===== src/rtl/tmds_channel_encoder.sv =====
// One TMDS channel: DVI 1.0 8b/10b encoder with running-disparity DC balance, 2-cycle latency.
// Optional disparity monitor outputs are enabled with `define TMDS_DISPARITY_MON_EN.
module tmds_channel_encoder #(
    parameter logic [1:0] CTRL_RST = 2'b00
) (
    input  logic       i_pix_clk,
    input  logic       i_rst,
    input  logic       i_de,
    input  logic [7:0] i_data,
    input  logic [1:0] i_ctrl,
    output logic [9:0] o_tmds,
    output logic       o_de
`ifdef TMDS_DISPARITY_MON_EN
    ,
    output logic [4:0] o_disparity,
    output logic       o_disp_err
`endif
);

    // One spare bit lets the monitor see an excursion before truncation to 5 bits.
`ifdef TMDS_DISPARITY_MON_EN
    localparam int CW = 6;
`else
    localparam int CW = 5;
`endif
    localparam logic signed [CW-1:0] ZERO  = '0;
    localparam logic signed [CW-1:0] TWO   = CW'(2);
    localparam logic signed [CW-1:0] EIGHT = CW'(8);

    function automatic logic [9:0] ctrl_code(input logic [1:0] c);
        case (c)
            2'b00:   return 10'b1101010100;
            2'b01:   return 10'b0010101011;
            2'b10:   return 10'b0101010100;
            default: return 10'b1010101011;
        endcase
    endfunction

    function automatic logic [3:0] ones8(input logic [7:0] v);
        logic [3:0] n;
        n = '0;
        for (int i = 0; i < 8; i++) n = n + {3'b000, v[i]};
        return n;
    endfunction

    logic [3:0] d_ones;
    logic       use_xnor;
    logic [8:0] qm;

    always_comb begin
        d_ones   = ones8(i_data);
        use_xnor = (d_ones > 4'd4) || (d_ones == 4'd4 && !i_data[0]);
        qm       = '0;
        qm[0]    = i_data[0];
        for (int i = 1; i < 8; i++)
            qm[i] = use_xnor ? ~(qm[i-1] ^ i_data[i]) : (qm[i-1] ^ i_data[i]);
        qm[8]    = ~use_xnor;
    end

    logic [8:0] s1_qm;
    logic       s1_de;
    logic [1:0] s1_ctrl;

    always_ff @(posedge i_pix_clk) begin
        if (i_rst) begin
            s1_qm   <= '0;
            s1_de   <= 1'b0;
            s1_ctrl <= CTRL_RST;
        end else begin
            s1_qm   <= qm;
            s1_de   <= i_de;
            s1_ctrl <= i_ctrl;
        end
    end

    logic signed [4:0]    cnt;
    logic signed [CW-1:0] cnt_ext;
    logic signed [CW-1:0] diff;
    logic signed [CW-1:0] cnt_nxt;
    logic [3:0]           q_ones;
    logic [9:0]           tmds_nxt;

    // diff = ones - zeros of q_m[7:0] = 2*ones - 8
    always_comb begin
        q_ones   = ones8(s1_qm[7:0]);
        diff     = CW'({q_ones, 1'b0}) - EIGHT;
        cnt_ext  = CW'(cnt);
        tmds_nxt = ctrl_code(s1_ctrl);
        cnt_nxt  = ZERO;
        if (s1_de) begin
            if (cnt == 5'sd0 || diff == ZERO) begin
                tmds_nxt = {~s1_qm[8], s1_qm[8], s1_qm[8] ? s1_qm[7:0] : ~s1_qm[7:0]};
                cnt_nxt  = cnt_ext + (s1_qm[8] ? diff : -diff);
            end else if ((cnt > 5'sd0 && diff > ZERO) || (cnt < 5'sd0 && diff < ZERO)) begin
                tmds_nxt = {1'b1, s1_qm[8], ~s1_qm[7:0]};
                cnt_nxt  = cnt_ext + (s1_qm[8] ? TWO : ZERO) - diff;
            end else begin
                tmds_nxt = {1'b0, s1_qm[8], s1_qm[7:0]};
                cnt_nxt  = cnt_ext - (s1_qm[8] ? ZERO : TWO) + diff;
            end
        end
    end

    always_ff @(posedge i_pix_clk) begin
        if (i_rst) begin
            o_tmds <= ctrl_code(CTRL_RST);
            o_de   <= 1'b0;
            cnt    <= '0;
        end else begin
            o_tmds <= tmds_nxt;
            o_de   <= s1_de;
            cnt    <= cnt_nxt[4:0];
        end
    end

`ifdef TMDS_DISPARITY_MON_EN
    logic disp_err;

    always_ff @(posedge i_pix_clk) begin
        if (i_rst)
            disp_err <= 1'b0;
        else if (cnt_nxt > EIGHT || cnt_nxt < -EIGHT || cnt_nxt[0])
            disp_err <= 1'b1;
    end

    assign o_disparity = cnt;
    assign o_disp_err  = disp_err;
`endif

endmodule


===== config.mk =====
export PLATFORM = sky130hd
export DESIGN_NAME = tmds_channel_encoder
export DESIGN_NICKNAME = d
export VERILOG_FILES = /design/src/rtl/tmds_channel_encoder.sv
export SDC_FILE = /design/constraint.sdc
export NUM_CORES = 1
export LEC_CHECK = 0
export CAP_MARGIN = 10
export CORE_MARGIN = 8
export CORE_UTILIZATION = 45
export DETAILED_ROUTE_END_ITERATION = 6
export MAX_ROUTING_LAYER = met4
export PLACE_DENSITY = 0.65
export SLEW_MARGIN = 20
export SYNTH_ARGS = -nofsm -noshare
export SYNTH_HDL_FRONTEND = slang
export SYNTH_SLANG_ARGS = --single-unit

===== constraint.sdc =====
create_clock -name i_pix_clk -period 12.3 [get_ports i_pix_clk]
set_input_delay 1.845 -clock i_pix_clk [delete_from_list [all_inputs] [get_ports i_pix_clk]]
set_output_delay 1.845 -clock i_pix_clk [all_outputs]
set_load 0.02 [all_outputs]

==> results.json, run 1 <==
{
  "status": "finished, final reports clean",
  "grt_max_degree": 24,
  "synth_compound_area_share_pct": 8.81,
  "coreArea_sq_mm": 0.00429,
  "wl_per_cell_microns": 11.7,
  "r2r_start": "s1_qm[0]",
  "muxShareOfSynthArea_pct": 1.64,
  "cpMostUsedCell": "fa_1",
  "die_area_sq_mm": 0.00680,
  "die_y_microns": 82.5,
  "synth-edff-count": 0,
  "antennaDiodeCount": 0,
  "worstPathRequired_ns": 12.45,
  "synth_top_family_by_area": "adder cells",
  "timing.final.crit_share_pct": 43.6,
  "drive_above_1_share_pct": 6.17,
  "tns_ns": 0,
  "critPathTopFamily": "adder cells",
  "num_vias": 1342,
  "ys_async_sr_fraction_pct": 0,
  "worstMarginPinSlew_ns": 0.725,
  "synth_nets": 257,
  "grt_overflow": 0,
  "cts_hold_buf": 0,
  "cts_setup_buffers": 0,
  "worstSkewPairLatency_ns": 0.27,
  "slew_headroom_pct": 51.5,
  "clk_pin_slew_ns": 0.09,
  "first_pass_iters": 4,
  "hold_depth": 2,
  "ant_nets": 0,
  "initial_utilization_pct": 46.3,
  "synth-simple-area-share_pct": 11.7,
  "post_cts_resized": 0,
  "ys_seq_elements": 27,
  "synth_xor_area_share_pct": 13.2,
  "crit_path_cell_trace": "clkdlybuf4s50_1 > inv_1 > fa_1 > fa_1 > fa_1 > inv_1 > ha_1 > fa_1 > nor3b_1 > o22ai_1 > xor2_1 > xor2_1 > nor2_1",
  "path_class": "input pin to flop",
  "cp-start-kind": "input pin",
  "cts_root_buf": "clkbuf_8",
  "drcViolationCount": 0,
  "cp_num_cells": 13,
  "grtUsageTotal_pct": 10.7,
  "final_nets": 279,
  "rows": 24,
  "cts_sinks": 27,
  "grt_pass1_wl_mm": 5.64,
  "fmax_ghz": 0.186,
  "slew_violations": 0,
  "fin_crit_ns": 5.37,
  "cap_violations": 0,
  "yosysWarnings": 0,
  "viasPerCell": 4.81,
  "cp-end-kind": "flop",
  "hold_start": "s1_qm[7]",
  "cts_tree": "done",
  "startpoint": "i_data[0]",
  "syn_inst": 206,
  "slowest_stage": "fa_1",
  "setup_viol": 0,
  "synth_fa_ha_area_share_pct": 28.8,
  "syn_area_per_cell_sq_um": 9.66,
  "rr_worst_depth": 15,
  "place_hpwl_mm": 2.68,
  "arrival_ns": 5.51,
  "hp-class": "flop to flop",
  "dieWidth_microns": 82.5,
  "io_buffer_count": 23,
  "cts_buffers": 3,
  "io_pins": 24,
  "crit_fanout": 3,
  "routed_wl_mm": 3.26,
  "cpPeakStageDelay_ns": 0.55,
  "drt_first_iter_violations": 45,
  "synth_largest_type_area_fraction_pct": 27.2,
  "synth_top_area_cell": "dfxtp_1",
  "final-hold-violation-count": 0,
  "antenna_found_initial": 0,
  "syn_area_sq_mm": 0.00199,
  "synth_area_leaders": "dfxtp_1 (27%), ha_1 (16%), fa_1 (13%), xnor2_1 (10%), inv_1 (6.8%)",
  "path_buf_inv": 3,
  "synth.distinct_cells": 32,
  "gp_congestion": 0.751,
  "finClkSkew_ns": 0.00180,
  "syn_to_final_growth_pct": 15.4,
  "clock_path_buffers": 2,
  "ys.flop_type": "dfxtp_1",
  "grt_pass1_vias": 1268,
  "rsz0062_at_grt": "false",
  "htree_levels": 1,
  "ys_seq_area_share_pct": 27.2
}
-- Yosys cell counts, drive strengths merged, types with 4 or more instances --
| cell | number |
|---|---|
| fa | 13 |
| a21o | 4 |
| clkbuf | 4 |
| ha | 25 |
| nor2b | 4 |
| inv | 36 |
| xor2 | 7 |
| dfxtp | 27 |
| nor2 | 15 |
| nand2 | 4 |
| a21oi | 10 |
| xnor2 | 23 |
| nor3 | 5 |
-- layer usage --
metal	global-route usage, %	vias up	wire length (microns)
met4	3.62	0	34
met1	14.7	618	1670
li1	-	698	-
met5	-	-	0
met2	15.7	24	1400
met3	1.41	2	161
-- area by class of cell --
type | instances | area (sq um)
clock buffer | 3 | 41.3
clock inverter | 1 | 7.51
fill | 420 | 2000
inverter | 36 | 135
multi-input combinational | 137 | 1280
sequential | 27 | 541
tap | 52 | 65.1
timing repair buffer | 23 | 230
-- sequential cells by signal, indices dropped and copies added, names as in the netlist --
signal and flops:
o_de 1, o_tmds 10, s1_de 1, cnt 4, s1_qm 9, s1_ctrl 2
-- layout by cell type (no fill, tap or decap) --
| master | Yosys | routed |
|---|---|---|
| nor4_1 | 1 | 1 |
| fa_1 | 13 | 13 |
| a21o_1 | 4 | 4 |
| nor3b_1 | 1 | 1 |
| a21oi_1 | 10 | 10 |
| or2b_1 | 1 | 1 |
| o221a_2 | 1 | 1 |
| clkbuf_8 | 0 | 3 |
| nand2b_1 | 1 | 1 |
| a31oi_2 | 1 | 1 |
| clkinvlp_4 | 0 | 1 |
| or3_4 | 1 | 1 |
| xnor2_1 | 23 | 23 |
| clkdlybuf4s50_1 | 0 | 23 |
| o21a_1 | 2 | 2 |
| o22ai_1 | 1 | 1 |
| a211o_2 | 1 | 1 |
| mux2i_1 | 1 | 1 |
| o21ai_0 | 1 | 1 |
| nand2_1 | 4 | 4 |
| nor2b_1 | 4 | 4 |
| or2_2 | 2 | 2 |
| dfxtp_1 | 27 | 27 |
| and4b_2 | 3 | 3 |
| ha_1 | 25 | 25 |
| inv_1 | 36 | 36 |
| nor2_1 | 15 | 15 |
| nor3_1 | 5 | 5 |
| a211oi_1 | 3 | 3 |
| a31oi_1 | 2 | 2 |
| nor4b_1 | 3 | 3 |
| xor2_1 | 7 | 7 |
| mux2i_4 | 1 | 1 |
-- per-stage QoR --
step	instances	area [sq um]	hold WS [ns]	worst slack [ns]	util, %
after global placement	275	2250	0.570	6.67	52.3
final	279	2300	0.586	6.93	53.5
after CTS	279	2300	0.587	6.92	53.5
after detailed placement	275	2250	0.573	6.63	52.3
after floorplan	206	1990	0.533	7.32	-
after global routing	279	2300	0.620	6.76	53.5
-- cell families after synthesis --
family / after synthesis
XOR/XNOR: 30
multiplexers: 2
flip-flops: 27
buffers and inverters: 42
adder cells (fa/ha/maj): 38
AND/OR/NAND/NOR: 41
AO/OA/AOI/OAI: 26
-- worst paths after layout --
check,slack [ns],endpoint
max,6.93,s1_qm[5]
min,0.59,o_tmds[7]
max reg2reg,7.54,o_tmds[6]
min reg2reg,0.59,o_tmds[7]
-- worst reg2reg max path, cell delays in order, from the launching register on --
cell and delay, ns:
dfxtp_1 0.35, fa_1 0.54, inv_1 0.05, fa_1 0.49
fa_1 0.41, inv_1 0.08, ha_1 0.16, inv_1 0.05
fa_1 0.37, xnor2_1 0.43, ha_1 0.37, ha_1 0.20
a31oi_2 0.43, mux2i_4 0.25, and4b_2 0.27, nor3_1 0.22
Power of run 1 is not shown: default switching activity piles up to over one toggle a cycle in this logic, so the estimate is an artifact.
==> inputs of run 2 (changes only) <==
- clock period: 12.3 -> 5.38 ns (I/O delays scaled with it)
==> results.json, run 2 (synthesized netlist as in run 1, its figures left out) <==
{
  "status": "finished, final reports clean",
  "die_area_sq_mm": 0.00680,
  "n_fill_cell": 412,
  "cap_violations": 0,
  "grtUsageTotal_pct": 10.8,
  "worstSkewPairLatency_ns": 0.28,
  "timing.final.crit_share_pct": 84.7,
  "grt_overflow": 0,
  "gp_congestion": 0.773,
  "worstMarginPinSlew_ns": 0.742,
  "clock_path_buffers": 2,
  "largest_reg_flops": 10,
  "cts_hold_buf": 0,
  "cts_root_buf": "clkbuf_8",
  "fin_crit_ns": 4.56,
  "hp-class": "flop to flop",
  "final_common_cell": "inv_1",
  "wl_per_cell_microns": 11.6,
  "cts_setup_buffers": 0,
  "grt_pass1_vias": 1270,
  "die_y_microns": 82.5,
  "io_pins": 24,
  "placed_cell_area_sq_mm": 0.00225,
  "cts_sinks": 27,
  "initial_utilization_pct": 46.3,
  "cp-start-kind": "flop",
  "arrival_ns": 4.71,
  "syn_to_final_growth_pct": 15.8,
  "cts_buffers": 3,
  "pre_cts_slack_ns": 0.731,
  "num_vias": 1301,
  "fmax_ghz": 0.219,
  "cts_tree": "done",
  "dieWidth_microns": 82.5,
  "crit_path_cell_trace": "fa_1 > inv_1 > fa_1 > fa_1 > inv_1 > ha_1 > inv_1 > fa_1 > xnor2_1 > buf_4 > ha_1 > ha_1 > a31oi_2 > mux2i_4 > nor4b_1 > nor3_1",
  "finClkSkew_ns": 0.00761,
  "grt_pass1_wl_mm": 5.58,
  "rsz0062_at_grt": "false",
  "final_nets": 280,
  "final-hold-violation-count": 0,
  "stdcell_area_sq_mm": 0.00230,
  "ant_nets": 0,
  "clk_pin_slew_ns": 0.10,
  "cpMostUsedCell": "fa_1",
  "htree_levels": 1,
  "drive_above_1_share_pct": 6.58,
  "fin_ws_ns": 0.821,
  "path_class": "flop to flop",
  "cp-end-kind": "flop",
  "drcViolationCount": 0,
  "crit_fanout": 12,
  "cpPeakStageDelay_ns": 0.54,
  "coreArea_sq_mm": 0.00429,
  "rows": 24,
  "worstPathRequired_ns": 5.53,
  "grt_max_degree": 24,
  "setup_viol": 0,
  "place_hpwl_mm": 2.71,
  "io_buffer_count": 23,
  "antennaDiodeCount": 0,
  "reg.largest.list": "o_tmds: 10 flops, s1_qm: 9 flops, cnt: 4 flops",
  "tns_ns": 0,
  "viasPerCell": 4.65,
  "routed_wl_mm": 3.25,
  "final_cell_mix": "inv_1 (36), dfxtp_1 (27), ha_1 (25), xnor2_1 (23), clkdlybuf4s50_1 (23)",
  "slew_headroom_pct": 50.4,
  "drt_first_iter_violations": 39,
  "slew_violations": 0,
  "antenna_found_initial": 0,
  "slowest_stage": "fa_1",
  "first_pass_iters": 4,
  "top_register": "o_tmds",
  "post_cts_resized": 0
}
==> run 2: cell count changes in the layout (fill, tap and decap cells not counted), sizes merged <==
cell	change
buf	+1
==> run 2: layout make-up <==
class / count / area (sq um) / share of cell area (%)
multi-input cells: 137 / 1280 / 55.4
flip-flops and latches: 27 / 541 / 23.5
clock inverters: 1 / 7.51 / 0.326
well taps: 52 / 65.1 / 2.82
clock buffers: 3 / 41.3 / 1.79
inverters: 36 / 135 / 5.87
repair buffers: 24 / 238 / 10.3
==> run 2: worst paths after layout <==
kind                  from   endpoint  slack, ns  cells after the start
setup reg to reg  s1_qm[0]  o_tmds[6]       0.82                     16
hold / removal    s1_qm[3]  o_tmds[3]       0.59                      2
hold reg to reg   s1_qm[3]  o_tmds[3]       0.59                      2
setup / recovery  s1_qm[0]  o_tmds[6]       0.82                     16
==> run 2: metrics by stage <==
stage	hold WS, ns	utilization, %	cells
finish	0.587	53.6	280
global route	0.617	53.6	280
CTS	0.593	53.6	280
detailed placement	0.575	52.5	276
global placement	0.571	52.5	276
floorplan	0.533	-	206
==> run 2: critical path, delay by kind of cell (launching register included) <==
family | cells | cell delay [ns]
adders and majority gates | 7 | 2.50
and+or+nand+nor | 2 | 0.45
AOI/OAI and AO/OA | 1 | 0.42
DFF | 1 | 0.35
buffers and inverters | 4 | 0.32
muxes | 1 | 0.24
xor gates and xnor gates | 1 | 0.14
==> run 2: routing by layer <==
layer	wire length [microns]	part of all wire [%]	global-route usage [%]	vias to the layer above
met5	0	0	-	-
met3	173	5.3	1.08	5
li1	-	-	-	700
met2	1450	45	16.0	27
met4	79	2.4	5.69	0
met1	1550	48	14.4	569
Power of run 2 is left out for the same reason.
==> inputs of run 3 (changes only) <==
- PLACE_DENSITY: 0.65 -> 0.67
- clock period: 5.38 -> 3.8 ns (I/O delays scaled with it)
==> results.json, run 3 (synthesized netlist as in run 1, its figures left out) <==
{
  "fin_crit_ns": 4.14,
  "die_y_microns": 82.5,
  "tns_ns": -2.82,
  "grt_pass1_vias": 1579,
  "antennaDiodeCount": 0,
  "slew_headroom_pct": 44.0,
  "wl_per_cell_microns": 13.3,
  "instances_no_fill": 316,
  "final_common_cell": "inv_1",
  "dp_cells": 303,
  "drive_above_1_share_pct": 36.0,
  "status": "finished, violations left",
  "coreArea_sq_mm": 0.00429,
  "cts_root_buf": "clkbuf_8",
  "worstMarginPinSlew_ns": 0.837,
  "n_fill_cell": 324,
  "cpPeakStageDelay_ns": 0.52,
  "clock_path_buffers": 2,
  "worstPathRequired_ns": 3.99,
  "timing.hold.ws_ns": 0.606,
  "grt_max_degree": 24,
  "num_vias": 1527,
  "slew_violations": 0,
  "grt_overflow": 0,
  "gp_congestion": 0.836,
  "hp-class": "flop to flop",
  "slowest_stage": "fa_1",
  "path_class": "flop to flop",
  "drt_first_iter_violations": 39,
  "fin_util_pct": 67.9,
  "rows": 24,
  "die_area_sq_mm": 0.00680,
  "io_buffer_count": 23,
  "clk_pin_slew_ns": 0.10,
  "fmax_ghz": 0.242,
  "ant_nets": 0,
  "reg.largest.list": "o_tmds: 10 flops, s1_qm: 9 flops, cnt: 4 flops",
  "crit_path_cell_trace": "fa_1 > inv_1 > fa_1 > fa_1 > inv_2 > ha_4 > inv_2 > fa_2 > xnor2_4 > buf_4 > buf_4 > xnor2_1 > ha_1 > a21oi_2 > xnor2_1 > xnor2_1 > o21a_1",
  "worstSkewPairLatency_ns": 0.28,
  "violations": "setup timing",
  "dieWidth_microns": 82.5,
  "largest_reg_flops": 10,
  "viasPerCell": 4.83,
  "arrival_ns": 4.33,
  "cap_violations": 0,
  "drcViolationCount": 0,
  "final_cell_mix": "inv_1 (30), buf_4 (29), dfxtp_1 (26), clkdlybuf4s50_1 (20), ha_1 (17)",
  "io_pins": 24,
  "grt_pass1_wl_mm": 6.76,
  "crit_fanout": 3,
  "htree_levels": 1,
  "setup_viol": 12,
  "final_nets": 316,
  "fin_ws_ns": -0.338,
  "initial_utilization_pct": 46.3,
  "finClkSkew_ns": 0.00740,
  "cts_hold_buf": 0,
  "final-hold-violation-count": 0,
  "grtUsageTotal_pct": 13.1,
  "cts_tree": "done",
  "first_pass_iters": 4,
  "top_register": "o_tmds",
  "syn_to_final_growth_pct": 46.5,
  "antenna_found_initial": 0,
  "rsz0062_at_grt": "true",
  "timing.final.crit_share_pct": 109,
  "place_hpwl_mm": 3.10,
  "cts_buffers": 3,
  "cts_sinks": 27,
  "routed_wl_mm": 4.22,
  "cp-end-kind": "flop",
  "cp-start-kind": "flop"
}
==> run 3: cell types whose count changed in the layout (fill, tap and decap cells not counted), sizes merged <==
cell           change
dlygate4sd2        +2
buf               +36
clkdlybuf4s50      -3
clkdlybuf4s15      +1
==> run 3: timing repair <==
| action | 4_1_cts | 5_1_grt |
|---|---|---|
| pin swaps | 16 | 27 |
| buffers inserted | 7 | 2 |
| resized for setup | 30 | 17 |
| setup endpoints to repair | 17 | 16 |
==> run 3: routing by layer <==
| metal | GRT usage, % | part of all wire [%] | up-vias |
|---|---|---|---|
| met5 | - | 0 | - |
| met3 | 1.08 | 2.9 | 9 |
| met2 | 22.4 | 50 | 27 |
| li1 | - | - | 774 |
| met4 | 5.52 | 2.3 | 0 |
| met1 | 15.5 | 45 | 717 |
==> run 3: final timing paths <==
check	from	endpoint	slack, ns	cells past startpoint
worst min register to register	s1_qm[7]	o_tmds[7]	0.61	2
worst min-delay path	s1_qm[7]	o_tmds[7]	0.61	2
worst max-delay path	s1_qm[0]	cnt[4]	-0.34	17
worst max register to register	s1_qm[0]	cnt[4]	-0.34	17
==> run 3: worst max-delay path, delay by kind of cell (launching register included) <==
| family | cells | cell delay [ns] |
|---|---|---|
| AO/OA/AOI/OAI | 2 | 0.35 |
| XOR/XNOR | 4 | 0.62 |
| buffers and inverters | 5 | 0.44 |
| flip-flops | 1 | 0.34 |
| adder cells (fa/ha/maj) | 6 | 2.30 |
==> run 3: area by class of cell <==
class                   instances  area, sq um  share of cell area (%)
well taps                      52         65.1                    2.23
inverters                      36          138                    4.72
clock buffers                   3         41.3                    1.42
clock inverters                 1         7.51                   0.258
multi-input cells             137         1580                    54.1
repair buffers                 60          544                    18.7
flip-flops and latches         27          542                    18.6
==> run 3: stage by stage <==
stage                     area, sq um  setup slack (ns)
after floorplan                  2100            -0.224
after global placement           2570            -0.409
after detailed placement         2570            -0.534
after CTS                        2800            -0.350
after global routing             2910            -0.521
final                            2910            -0.338
Power of run 3 is left out for the same reason.
